**src/rtl/npc_mem_pkg.sv**
```systemverilog
// Shared definitions for the data-memory access path: memop encodings,
// access FSM states and store-lane helpers.
package npc_mem_pkg;

    localparam logic [2:0] MEMOP_B  = 3'b000;
    localparam logic [2:0] MEMOP_H  = 3'b001;
    localparam logic [2:0] MEMOP_W  = 3'b010;
    localparam logic [2:0] MEMOP_BU = 3'b100;
    localparam logic [2:0] MEMOP_HU = 3'b101;

    typedef enum logic [1:0] {
        ST_IDLE,
        ST_REQ,
        ST_WAIT,
        ST_RESP
    } mem_state_t;

    // size is memop[1:0]: 00 byte, 01 half, 10 word
    function automatic logic [3:0] gen_wstrb(input logic [1:0] size, input logic [1:0] off);
        case (size)
            2'b00:   return 4'b0001 << off;
            2'b01:   return 4'b0011 << {off[1], 1'b0};
            default: return 4'b1111;
        endcase
    endfunction

    function automatic logic [31:0] gen_wdata(input logic [1:0] size, input logic [31:0] data);
        case (size)
            2'b00:   return {4{data[7:0]}};
            2'b01:   return {2{data[15:0]}};
            default: return data;
        endcase
    endfunction

endpackage

```
**src/rtl/load_extend.sv**
```systemverilog
// Combinational load-data alignment and sign/zero extension of a bus word.
module load_extend
    import npc_mem_pkg::*;
(
    input  logic [31:0] rdata,
    input  logic [1:0]  off,
    input  logic [2:0]  memop,
    output logic [31:0] result
);

    logic [31:0] shifted;

    always_comb begin
        shifted = rdata >> {off, 3'b000};
        case (memop)
            MEMOP_B:  result = {{24{shifted[7]}}, shifted[7:0]};
            MEMOP_H:  result = {{16{shifted[15]}}, shifted[15:0]};
            MEMOP_BU: result = {24'h0, shifted[7:0]};
            MEMOP_HU: result = {16'h0, shifted[15:0]};
            default:  result = shifted;
        endcase
    end

endmodule

```
**src/rtl/mem_access_unit.sv**
```systemverilog
// Single-outstanding load/store unit: validates the core's access, runs it on a
// word-addressed req/gnt/rvalid bus and returns extended data or an error.
module mem_access_unit
    import npc_mem_pkg::*;
#(
    parameter int TIMEOUT = 255
) (
    input  logic        clk,
    input  logic        rst,
    input  logic        req_valid,
    output logic        req_ready,
    input  logic [2:0]  memop,
    input  logic        mem_wen,
    input  logic [31:0] mem_addr,
    input  logic [31:0] memdata,
    output logic        resp_valid,
    output logic [31:0] resp_data,
    output logic        resp_err,
    output logic        bus_req,
    output logic        bus_we,
    output logic [31:0] bus_addr,
    output logic [31:0] bus_wdata,
    output logic [3:0]  bus_wstrb,
    input  logic        bus_gnt,
    input  logic        bus_rvalid,
    input  logic [31:0] bus_rdata
);

    localparam int CW = (TIMEOUT < 1) ? 1 : $clog2(TIMEOUT + 1);
    localparam logic [CW-1:0] CNT_MAX = CW'(TIMEOUT);

    mem_state_t    state, state_n;
    logic [CW-1:0] cnt;
    logic [2:0]    op_q;
    logic [1:0]    off_q;
    logic          req_bad;
    logic          timed_out;
    logic [31:0]   load_result;

    load_extend u_load_extend (
        .rdata  (bus_rdata),
        .off    (off_q),
        .memop  (op_q),
        .result (load_result)
    );

    // Illegal opcodes, misalignment and unsigned-store encodings never reach the bus
    always_comb begin
        req_bad = 1'b0;
        case (memop)
            MEMOP_B, MEMOP_BU: req_bad = 1'b0;
            MEMOP_H, MEMOP_HU: req_bad = mem_addr[0];
            MEMOP_W:           req_bad = |mem_addr[1:0];
            default:           req_bad = 1'b1;
        endcase
        if (mem_wen && memop[2])
            req_bad = 1'b1;
    end

    assign timed_out  = (cnt == CNT_MAX);
    assign req_ready  = (state == ST_IDLE) && !rst;
    assign bus_req    = (state == ST_REQ);
    assign resp_valid = (state == ST_RESP);

    always_comb begin
        state_n = state;
        case (state)
            ST_IDLE: if (req_valid) state_n = req_bad ? ST_RESP : ST_REQ;
            ST_REQ: begin
                if (bus_gnt)        state_n = bus_we ? ST_RESP : ST_WAIT;
                else if (timed_out) state_n = ST_RESP;
            end
            ST_WAIT: if (bus_rvalid || timed_out) state_n = ST_RESP;
            ST_RESP: state_n = ST_IDLE;
            default: state_n = ST_IDLE;
        endcase
    end

    always_ff @(posedge clk) begin
        if (rst) begin
            state     <= ST_IDLE;
            cnt       <= '0;
            op_q      <= '0;
            off_q     <= '0;
            bus_we    <= 1'b0;
            bus_addr  <= '0;
            bus_wdata <= '0;
            bus_wstrb <= '0;
            resp_err  <= 1'b0;
            resp_data <= '0;
        end else begin
            state <= state_n;
            case (state)
                ST_IDLE: begin
                    if (req_valid) begin
                        op_q      <= memop;
                        off_q     <= mem_addr[1:0];
                        cnt       <= '0;
                        resp_err  <= req_bad;
                        resp_data <= '0;
                        if (!req_bad) begin
                            bus_we    <= mem_wen;
                            bus_addr  <= {mem_addr[31:2], 2'b00};
                            bus_wdata <= mem_wen ? gen_wdata(memop[1:0], memdata) : 32'h0;
                            bus_wstrb <= mem_wen ? gen_wstrb(memop[1:0], mem_addr[1:0]) : 4'h0;
                        end
                    end
                end
                ST_REQ: begin
                    cnt <= cnt + CW'(1);
                    if (!bus_gnt && timed_out)
                        resp_err <= 1'b1;
                end
                ST_WAIT: begin
                    cnt <= cnt + CW'(1);
                    if (bus_rvalid)
                        resp_data <= load_result;
                    else if (timed_out)
                        resp_err <= 1'b1;
                end
                default: ;
            endcase
        end
    end

endmodule

```
**config.mk**
```make
export PLATFORM = sky130hd
export DESIGN_NAME = mem_access_unit
export DESIGN_NICKNAME = d
export VERILOG_FILES = /design/src/rtl/npc_mem_pkg.sv /design/src/rtl/load_extend.sv /design/src/rtl/mem_access_unit.sv
export SDC_FILE = /design/constraint.sdc
export NUM_CORES = 1
export LEC_CHECK = 0
export ABC_CLOCK_PERIOD_IN_PS = 2430
export CAP_MARGIN = 20
export CELL_PAD_IN_SITES_DETAIL_PLACEMENT = 0
export CELL_PAD_IN_SITES_GLOBAL_PLACEMENT = 1
export CORE_UTILIZATION = 32
export CTS_BUF_LIST = sky130_fd_sc_hd__clkbuf_16
export CTS_CLUSTER_SIZE = 14
export DETAILED_ROUTE_END_ITERATION = 12
export PLACE_DENSITY = 0.76
export REMOVE_ABC_BUFFERS = 1
export SETUP_SLACK_MARGIN = 0.02
export SYNTH_ARGS = -nofsm -noshare
export SYNTH_HDL_FRONTEND = slang
export SYNTH_SLANG_ARGS = --single-unit
```
**constraint.sdc**
```tcl
create_clock -name clk -period 2.43 [get_ports clk]
set_input_delay 0.3645 -clock clk [delete_from_list [all_inputs] [get_ports clk]]
set_output_delay 0.3645 -clock clk [all_outputs]
set_load 0.01 [all_outputs]
```
== Word-level counts from Yosys, hierarchy flattened ==
Index checks and enable logic that the tools add are counted.

* Bits in registers: 115
* Bits in read-only memories: 0
* Word-level logic and storage cells: 81
* Output and inout bits: 105
* Bits in latches: 0
* Memories: 0
* RAM bits: 0
* Input bits: 105

* Muxes and demuxes: 24
* Order comparisons: 0
* Multipliers: 0
* Bitwise gates (word level): 1
* Reduce and logical (&&, ||, !) cells: 23
* Div/mod/pow operators: 0
* Equal/unequal tests: 19
* Add/subtract/negate cells: 1
* Shift-type cells: 3

{| class="wikitable"
|+ Operator list
! operator !! number
|-
| case mux 32 bit (2 select lines) || 2
|-
| case mux 32 bit (4 select lines) || 1
|-
| 2-to-1 mux 32 bit || 3
|-
| right shift 32 x 5 -> 32 bit || 1
|-
| case mux 8 bit (2 select lines) || 1
|-
| == test 3 bit, second input constant || 4
|-
| 2-to-1 mux 2 bit || 5
|-
| != test 2 bit, second input constant || 5
|-
| AND reduction 3 bit || 3
|-
| adder 8 x 1 -> 8 bit, second input constant || 1
|-
| == test 8 bit, second input constant || 1
|-
| 2-to-1 mux 8 bit || 1
|-
| case mux 2 bit (4 select lines) || 1
|-
| case mux 4 bit (2 select lines) || 1
|-
| OR reduction 2 bit || 4
|-
| == test 3 x 1 -> 1 bit, second input constant || 2
|-
| zero test 3 bit || 2
|-
| 2-to-1 mux 1 bit || 6
|-
| case mux 1 bit (3 select lines) || 2
|-
| AND reduction 5 bit || 1
|-
| == test 2 x 1 -> 1 bit, second input constant || 2
|-
| == test 2 bit, second input constant || 2
|-
| zero test 2 bit || 2
|-
| 2-to-1 mux 4 bit || 1
|-
| 12 further kinds || 17
|}

== Longest topological paths before layout ==
Gate-level depths: netlist (run 1).

* Depth after elaboration: 7
* Mapped depth: 10
* Gate-level depth less buffers: 6

== Cells and area by module ==
From an unflattened synthesis (run 1), not the netlist that was laid out.

* Cell total of the unflattened synthesis: 600
* Area total of the unflattened synthesis: 5,510.3 sq um

{| class="wikitable"
|+ By module, submodules not included
! module !! instances !! area an instance (sq um) !! seq. area each (sq um) !! cells each
|-
| mem_access_unit || 1 || 4,815.9 || 2,302.2 || 493
|-
| load_extend || 1 || 694.4 || 0.0 || 107
|}

== Worst setup path before layout (run 1) ==
No wires, ideal clock.

* Kind: reg2reg
* From: reg state[0]
* To: reg resp_data[23]
* Path slack: 0.444 ns
* Setup time: 0.075 ns
* Data arrival time: 1.911 ns
* Stages on the path, launching flop included: 10
* Clock period less this slack: 1.986 ns
* Buffers on the path: 3
* Data required time: 2.355 ns
* Cell sequence: dfxtp_1 -> inv_1 -> ha_1 -> buf_6 -> nor2b_4 -> or3_1 -> buf_6 -> a2111o_1 -> buf_6 -> o21ai_0

* Longest elaborated chain between the ends: 3
* Elaborated cells on any way between the ends: 7
* Those cells by class: eq/ne: 3; mux: 1; reduce/logical: 3

{| class="wikitable"
|+ RTL lines
! item !! line !! RTL
|-
| start: declaration || mem_access_unit.sv:32 || <nowiki>mem_state_t state, state_n;</nowiki>
|-
| start signal: assignment || mem_access_unit.sv:92 || <nowiki>state <= state_n;</nowiki>
|-
| == test 2 bit or zero test 2 bit (tied branches) || mem_access_unit.sv:93 || <nowiki>case (state)</nowiki>
|-
| != test 2 bit (no line) or nonzero test 2 bit (tied branches) || n/a ||
|-
| AND reduction 3 bit (no line) || n/a ||
|-
| end signal: assignment || mem_access_unit.sv:117 || <nowiki>resp_data <= load_result;</nowiki>
|-
| end: declaration || mem_access_unit.sv:17 || <nowiki>output logic [31:0] resp_data,</nowiki>
|}

Several ways; a longest one is shown, not always the timed one.
A chain may end at the register's enable or synchronous reset.

== Worst setup path after layout (run 1) ==
* From: reg state[0]
* To: out req_ready

* Longest elaborated chain between the ends: 2

{| class="wikitable"
|+ RTL lines
! item !! line !! RTL
|-
| zero test 2 bit || mem_access_unit.sv:61 || <nowiki>assign req_ready = (state == ST_IDLE) && !rst;</nowiki>
|-
| logical AND 1 bit || mem_access_unit.sv:61 ||
|-
| end: declaration || mem_access_unit.sv:11 || <nowiki>output logic req_ready,</nowiki>
|}

Every way passes these cells.

==> flow_summary.yaml, run 1 <==
cts:
  clkLatencyLatePin_ns: 0.42
  clk_pin_slew_ns: 0.05
  numClockSinks: 115
  cts_tree: "yes"
  clockRootBuffer: "clkbuf_16"
  clk_path_buf_depth: 2
  cts_max_level: 4
  numCtsBuffers: 17
sta:
  finalCritPeriodShare_pct: 93.8
  worstMarginPinSlew_ns: 0.950
  drv_slew: 0
  slew_headroom_pct: 36.4
  fin_crit_ns: 2.28
  fin_skew_ns: 0.0111
  setup_viol: 0
  rsz0062_at_grt: "false"
  tns_ns: 0
  hold_violations: 0
  timing.fmax_mhz: 439
critical_path:
  path_class: "reg2out"
  cp.arrival_ns: 1.92
  cp-end-kind: "output pin"
  cp-start-kind: "flip-flop"
  max_stage_delay_ns: 0.56
  required_ns: 2.07
  worst-path-buf-inv: 3
  timing.critical_path.cells: "inv_1, ha_1, buf_6, nor2b_1, clkdlybuf4s50_1"
  cp_slowest_cell: "clkdlybuf4s50_1"
  critPathMaxFanout: 15
  cp_top_family: "buffers and inverters"
layout:
  antenna_cells: 0
  fillers: 1369
  utilization_pct: 51.7
  drive_gt1_share_pct: 10.6
  nNetsFinal: 818
  multiInputGateArea_um2: 2590
  seq_area_um2: 2300
  area_delta_synth_final_pct: 55.6
die:
  start_util_pct: 33.2
  rows: 45
  die_w_um: 128
  core_um2: 15400
  die_h_um: 128
  io_pins: 210
  die_area_um2: 16500
synth:
  synth-seq-cells: 115
  yosys_warnings: 0
  synth_top_area_cell: "dfxtp_1"
  synth-async-reset-ratio_pct: 0
  netlist_instances: 502
  syn_avg_cell_area_um2: 10.2
  netlist_top_cells_count: "dfxtp_1 (115), mux2i_1 (64), nor2_1 (51), o2bb2ai_1 (36)"
  synth.most_common_cell: "dfxtp_1"
  synth_edf_count: 0
  ys_seq_area_share_pct: 45.1
  synthTopCellsByArea: "dfxtp_1 (45%), mux2i_1 (13%), o2bb2ai_1 (6.2%)"
  synth_top_area_share_pct: 45.1
  synthDistinctLibCells: 52
  ys.flop_type: "dfxtp_1"
  synth.cell_area_um2: 5110
worst_hold_path:
  min_path_type: "in2reg"
detailed_routing:
  detail-route-antenna-nets: 0
  drtPass1Iterations: 4
  avgRoutedWirePerCell_um: 16.7
  first_iter_violations: 159
  vias_per_cell: 5.01
  drcViolationCount: 0
  num_vias: 4662
  routed_wl_um: 15600
power:
  vdd_ir_drop_max_mv: 0.448
  cellLeakagePower_uw: 0.00308
  p_per_area_nw_per_um2: 772
  p_total_uw: 6140
global_routing:
  grt_pass1_vias: 4870
  antenna_found_initial: 0
  track_usage_pct: 19.2
  overflow: 0
  grt_pass1_wl_um: 24500
  grt_max_degree: 60
run_status:
  status: "complete, no violations"
place:
  place.gp.congestion: 0.764
  dp_hpwl_um: 11100
  io_buffers: 207
flow_run:
  cap_violations: 0
registers in the layout, summed over array words and instances, names as in the netlist:
signal     flops
bus_addr      30
bus_wdata     32
bus_we         1
bus_wstrb      4
cnt            8
off_q          2
op_q           3
resp_data     32
resp_err       1
state          2
metal layers:
metal  GRT usage (%)  share of wire, %  vias up
met5               0                 0        -
met3            7.23               8.6       20
met4            7.13               1.4        0
li1                -                 -     2262
met1            22.5                43     2222
met2            32.1                47      158
final cells by class:
class	instances	share of cell area, %
Multi-Input combinational cell	342	32.6
Timing Repair Buffer	228	28.3
Sequential cell	115	29.0
Clock buffer	17	5.35
Clock inverter	14	1.24
Tap cell	211	3.32
Inverter	4	0.189
per-stage QoR:
stage / worst slack [ns] / cell area [um2] / hold slack [ns] / std cells
CTS: 0.0973 / 7950 / 0.300 / 931
finish: 0.150 / 7950 / 0.311 / 931
global route: 0.0322 / 7950 / 0.343 / 931
global placement: 0.101 / 7420 / 0.446 / 900
floorplan: -1.95 / 4890 / 0.434 / 461
detailed placement: -0.0198 / 7420 / 0.448 / 900
cells in the final DEF (no fill, tap or decap), drive strengths merged, types with 3 or more instances in the layout:
master / Yosys / layout
mux2i: 64 / 64
a22oi: 24 / 24
clkdlybuf4s50: 0 / 206
or2: 3 / 3
clkbuf: 14 / 17
nand4: 3 / 3
dfxtp: 115 / 115
nand2: 19 / 19
o21ai: 27 / 27
o2bb2ai: 36 / 36
inv: 4 / 5
ha: 5 / 5
nor2: 51 / 51
a22o: 16 / 16
nor3: 3 / 3
a21oi: 20 / 20
nand3: 7 / 7
nor3b: 4 / 4
clkinv: 0 / 10
or3: 3 / 3
nor2b: 7 / 7
nand2b: 4 / 4
mux2: 9 / 9
buf: 28 / 22
mux4: 8 / 8
xor2: 3 / 3
what timing repair did:
item,in CTS,in global routing
setup buffers,0,0
resized for setup,0,1
hold buffers,0,0
setup endpoints to repair,0,1
hold endpoints to repair,0,0
worst reg2reg max path, cell delays in order, from the launching register on:
cell       delay, ns
dfxtp_1         0.36
inv_1           0.10
ha_1            0.23
buf_6           0.16
nor2_1          0.09
or3_1           0.10
buf_4           0.29
nor2b_1         0.53
o2bb2ai_1       0.18
cell families (layout without fill, tap and decap cells):
family                     Yosys count  after routing  share of synthesized area (%)
and+or+nand+nor                    113            113                           10.9
AOI/OAI and AO/OA                  136            136                           19.2
xor gates and xnor gates             5              5                          0.857
buffers and inverters               46            263                           4.58
adders and majority gates            5              5                           1.22
DFF                                115            115                           45.1
muxes                               81             81                           18.0
other                                1              2                         0.0734
path summary, 6_finish.rpt:
check	end	cells past startpoint	slack (ns)	from
worst min register to register	bus_wdata[16]	1	0.46	bus_wdata[16]
worst max register to register	resp_data[8]	8	0.33	state[0]
worst min-delay path	bus_we	2	0.31	rst
worst max-delay path	req_ready	5	0.15	state[0]
power breakdown:
part	switching (uW)	internal, uW	leakage (uW)
Sequential	104	2050	0.000931
Combinational	876	877	0.00189
Clock	861	1370	0.000262
(Power assumes the default switching activity.)
==> inputs of run 2 (changes only) <==
--- a/config.mk
+++ b/config.mk
@@ -14,7 +14,6 @@
 export CTS_CLUSTER_SIZE = 14
 export DETAILED_ROUTE_END_ITERATION = 12
 export PLACE_DENSITY = 0.76
-export REMOVE_ABC_BUFFERS = 1
 export SETUP_SLACK_MARGIN = 0.02
 export SYNTH_ARGS = -nofsm -noshare
 export SYNTH_HDL_FRONTEND = slang
==> flow_summary.yaml, run 2 (synthesis gave the netlist of run 1 again) <==
sta:
  worstMarginPinSlew_ns: 0.893
  finalCritPeriodShare_pct: 91.3
  slew_headroom_pct: 40.0
  fin_skew_ns: 0.00488
  setup_viol: 0
  tns_ns: 0
  hold_violations: 0
  finalWorstSetupSlack_ns: 0.211
  drv_slew: 0
  fin_crit_ns: 2.22
  timing.fmax_mhz: 451
  rsz0062_at_grt: "false"
layout:
  largestRegisters: "bus_wdata x32, resp_data x32, bus_addr x30"
  antenna_cells: 0
  nNetsFinal: 816
  final_common_cell: "clkdlybuf4s50_1"
  area_delta_synth_final_pct: 54.9
  drive_gt1_share_pct: 10.6
  fillers: 1406
  seq_area_um2: 2300
  final_cell_mix: "clkdlybuf4s50_1 (206), dfxtp_1 (115), mux2i_1 (64)"
  multiInputGateArea_um2: 2590
critical_path:
  endpoint: "req_ready"
  timing.rr.start: "state[1]"
  cp_top_family: "buffers and inverters"
  critPathMaxFanout: 4
  cp-startpoint: "state[0]"
  worst-path-buf-inv: 2
  r2r_end: "bus_addr[8]"
  cp_slowest_cell: "clkdlybuf4s50_1"
  cp-end-kind: "output pin"
  cp-start-kind: "flip-flop"
  cp.arrival_ns: 1.85
  r2r_slack_ns: 0.33
  required_ns: 2.07
  reg2reg_depth: 8
  max_stage_delay_ns: 0.59
  path_class: "reg2out"
  timing.critical_path.cells: "inv_1, ha_1, nor2b_1, clkdlybuf4s50_1"
  path_depth: 4
die:
  die_h_um: 128
  start_util_pct: 33.2
  die_w_um: 128
  rows: 45
  io_pins: 210
  die_area_um2: 16500
  core_um2: 15400
global_routing:
  track_usage_pct: 19.4
  antenna_found_initial: 0
  grt_max_degree: 34
  grt_pass1_vias: 4556
  grt_pass1_wl_um: 24500
  overflow: 0
cts:
  clk_pin_slew_ns: 0.05
  cts-resized-gates: 0
  cts_setup_buffers: 0
  clk_path_buf_depth: 2
  numCtsBuffers: 17
  cts_tree: "yes"
  hold_buffers: 0
  cts_max_level: 4
  clkLatencyLatePin_ns: 0.41
  numClockSinks: 115
  clockRootBuffer: "clkbuf_16"
detailed_routing:
  drcViolationCount: 0
  first_iter_violations: 254
  avgRoutedWirePerCell_um: 17.3
  detail-route-antenna-nets: 0
  vias_per_cell: 4.94
  drtPass1Iterations: 6
  routed_wl_um: 16000
  num_vias: 4587
power:
  cellLeakagePower_uw: 0.00306
  p_sw_uw: 1820
  p_per_area_nw_per_um2: 771
  p_int_uw: 4280
  seqPwrFrac_pct: 35.4
  clockPowerShare_pct: 36.2
  vdd_ir_drop_max_mv: 0.552
  p_comb_share_pct: 28.4
  switching_share_pct: 29.8
worst_hold_path:
  min_path_type: "in2reg"
place:
  pre_cts_slack_ns: 0.134
  io_buffers: 207
  place.gp.congestion: 0.844
  dp_hpwl_um: 12100
flow_run:
  cap_violations: 0
run_status:
  status: "complete, no violations"
-- run 2: layer usage --
| layer | track usage [%] | vias up | wire (um) |
|---|---|---|---|
| li1 | - | 2261 | - |
| met1 | 23.9 | 2175 | 6950 |
| met2 | 33.3 | 139 | 7970 |
| met3 | 5.36 | 12 | 967 |
| met4 | 5.40 | 0 | 139 |
| met5 | 0 | - | 0 |
-- run 2: how the worst min path moves through the flow --
stage	cells past startpoint	to	slack, ns	startpoint
global route	2	op_q[0]	0.31	rst
detailed placement	1	bus_wdata[21]	0.45	bus_wdata[21]
floorplan	2	op_q[1]	0.45	op_q[1]
CTS	2	resp_data[7]	0.28	rst
finish	2	resp_data[7]	0.29	rst
global placement	1	bus_wdata[11]	0.45	bus_wdata[11]
-- run 2: cell type report --
type / count / area share [%]
sequential: 115 / 29.1
multi-input combinational: 342 / 32.7
clock inverter: 14 / 1.23
tap: 211 / 3.33
timing repair buffer: 226 / 28.1
inverter: 4 / 0.190
clock buffer: 17 / 5.37
-- run 2: power groups by stage --
stage	registers (uW)	logic [uW]	clock network, uW
after floorplan	2230	974	0
after global placement	2190	1700	0
after detailed placement	2200	1740	0
after CTS	2160	1750	2260
after global routing	2180	1870	2360
final	2160	1730	2210
-- run 2: per-stage QoR --
stage / hold slack (ns) / total power (uW) / util [%] / std cells / area [um2]
after floorplan: 0.452 / 3210 / - / 503 / 5110
after global placement: 0.446 / 3900 / 48.1 / 898 / 7390
after detailed placement: 0.449 / 3940 / 48.1 / 898 / 7390
after CTS: 0.275 / 6170 / 51.5 / 929 / 7920
after global routing: 0.309 / 6410 / 51.5 / 929 / 7920
final: 0.290 / 6110 / 51.5 / 929 / 7920
==> inputs of run 3 (changes only) <==
--- a/config.mk
+++ b/config.mk
@@ -9,6 +9,7 @@
 export CAP_MARGIN = 20
 export CELL_PAD_IN_SITES_DETAIL_PLACEMENT = 0
 export CELL_PAD_IN_SITES_GLOBAL_PLACEMENT = 1
+export CORE_MARGIN = 3
 export CORE_UTILIZATION = 32
 export CTS_BUF_LIST = sky130_fd_sc_hd__clkbuf_16
 export CTS_CLUSTER_SIZE = 14
==> flow_summary.yaml, run 3 (synthesis gave the netlist of run 1 again) <==
run_status:
  status: "complete, no violations"
die:
  die_w_um: 132
  die_area_um2: 17500
  rows: 45
  die_h_um: 132
  io_pins: 210
  start_util_pct: 33.1
  core_um2: 15400
layout:
  fin_area_um2: 8020
  nNetsFinal: 817
  area_delta_synth_final_pct: 57.0
  antenna_cells: 0
  final_common_cell: "clkdlybuf4s50_1"
  utilization_pct: 52.0
  largestRegisters: "bus_wdata x32, resp_data x32, bus_addr x30"
  drive_gt1_share_pct: 10.4
  final_cell_mix: "clkdlybuf4s50_1 (205), dfxtp_1 (115), mux2i_1 (64)"
cts:
  numClockSinks: 115
  clockRootBuffer: "clkbuf_16"
  hold_buffers: 0
  cts_max_level: 4
  cts_setup_buffers: 0
  clkLatencyLatePin_ns: 0.41
  numCtsBuffers: 17
  clk_pin_slew_ns: 0.05
  cts_tree: "yes"
  clk_path_buf_depth: 2
critical_path:
  cp-start-kind: "flip-flop"
  path_class: "reg2reg"
  cp-startpoint: "state[1]"
  timing.critical_path.cells: "inv_1, ha_2, nand2_1, o21bai_4, nor2b_2, buf_4, o2bb2ai_1"
  required_ns: 2.76
  cp.arrival_ns: 2.42
  critPathMaxFanout: 20
  cp_slowest_cell: "nor2b_2"
  worst-path-buf-inv: 2
  cp_top_family: "simple AND/OR/NAND/NOR gates"
  timing.rr.start: "state[1]"
  max_stage_delay_ns: 0.59
  cp-end-kind: "flip-flop"
detailed_routing:
  avgRoutedWirePerCell_um: 17.8
  drcViolationCount: 0
  first_iter_violations: 202
  drtPass1Iterations: 4
  routed_wl_um: 16600
  detail-route-antenna-nets: 0
  num_vias: 4645
  vias_per_cell: 4.99
power:
  p_total_uw: 6560
  vdd_ir_drop_max_mv: 0.537
  cellLeakagePower_uw: 0.00313
  p_per_area_nw_per_um2: 817
global_routing:
  grt_pass1_wl_um: 26600
  antenna_found_initial: 0
  grt_pass1_vias: 4797
  track_usage_pct: 18.9
  overflow: 0
  grt_max_degree: 54
sta:
  rsz0062_at_grt: "false"
  fin_crit_ns: 2.09
  drv_slew: 0
  hold_violations: 0
  setup_viol: 0
  slew_headroom_pct: 40.8
  fin_skew_ns: 0.00611
  worstMarginPinSlew_ns: 0.884
  finalCritPeriodShare_pct: 85.9
  timing.fmax_mhz: 479
worst_hold_path:
  min_path_type: "in2reg"
  hp-start: "rst"
place:
  place.gp.congestion: 0.828
  io_buffers: 207
  dp_hpwl_um: 12600
  dpl_cell_area_um2: 7390
flow_run:
  cap_violations: 0
==> run 3: worst paths after layout <==
path | end | slack [ns] | cells after the start
worst max-delay path | bus_wdata[13] | 0.34 | 7
worst min-delay path | bus_we | 0.37 | 2
worst max register to register | bus_wdata[13] | 0.34 | 7
worst min register to register | bus_wdata[20] | 0.46 | 1
==> run 3: area by class of cell <==
type	instances	area, um2
Tap cell	211	264
Multi-Input combinational cell	342	2590
Sequential cell	115	2300
Inverter	4	15.0
Clock inverter	15	199
Timing Repair Buffer	227	2220
Clock buffer	17	425
Fill cell	1457	7400
==> run 3: per-stage QoR <==
step	TNS (ns)	hold WS, ns	setup slack (ns)	std cells
after global placement	-0.0793	0.446	-0.00585	899
after floorplan	0	0.452	0.444	503
after detailed placement	-1.02	0.447	-0.0801	899
after global routing	0	0.370	0.184	931
final	0	0.365	0.342	931
after CTS	0	0.343	0.0476	931
==> run 3: what timing repair did <==
| item | 4_1_cts | 5_1_grt |
|---|---|---|
| endpoints found under the hold margin | 0 | 0 |
| endpoints found under the setup margin | 1 | 1 |
| cloned | 0 | 0 |
| gates resized for setup | 1 | 2 |
| pin swaps | 0 | 0 |
==> run 3: power breakdown <==
group / internal, uW / leakage [uW] / total, uW / switching (uW)
combinational: 873 / 0.00188 / 1750 / 878
sequential: 2050 / 0.000931 / 2160 / 109
clock: 1790 / 0.000317 / 2640 / 852
total: 4720 / 0.00313 / 6560 / 1840
==> run 3: layer usage <==
layer	global-route usage (%)	vias up	share of wire, %
met4	7.27	0	2.0
met2	31.3	135	49
met1	24.0	2222	43
li1	-	2267	-
met5	0	-	0
met3	4.47	21	5.7
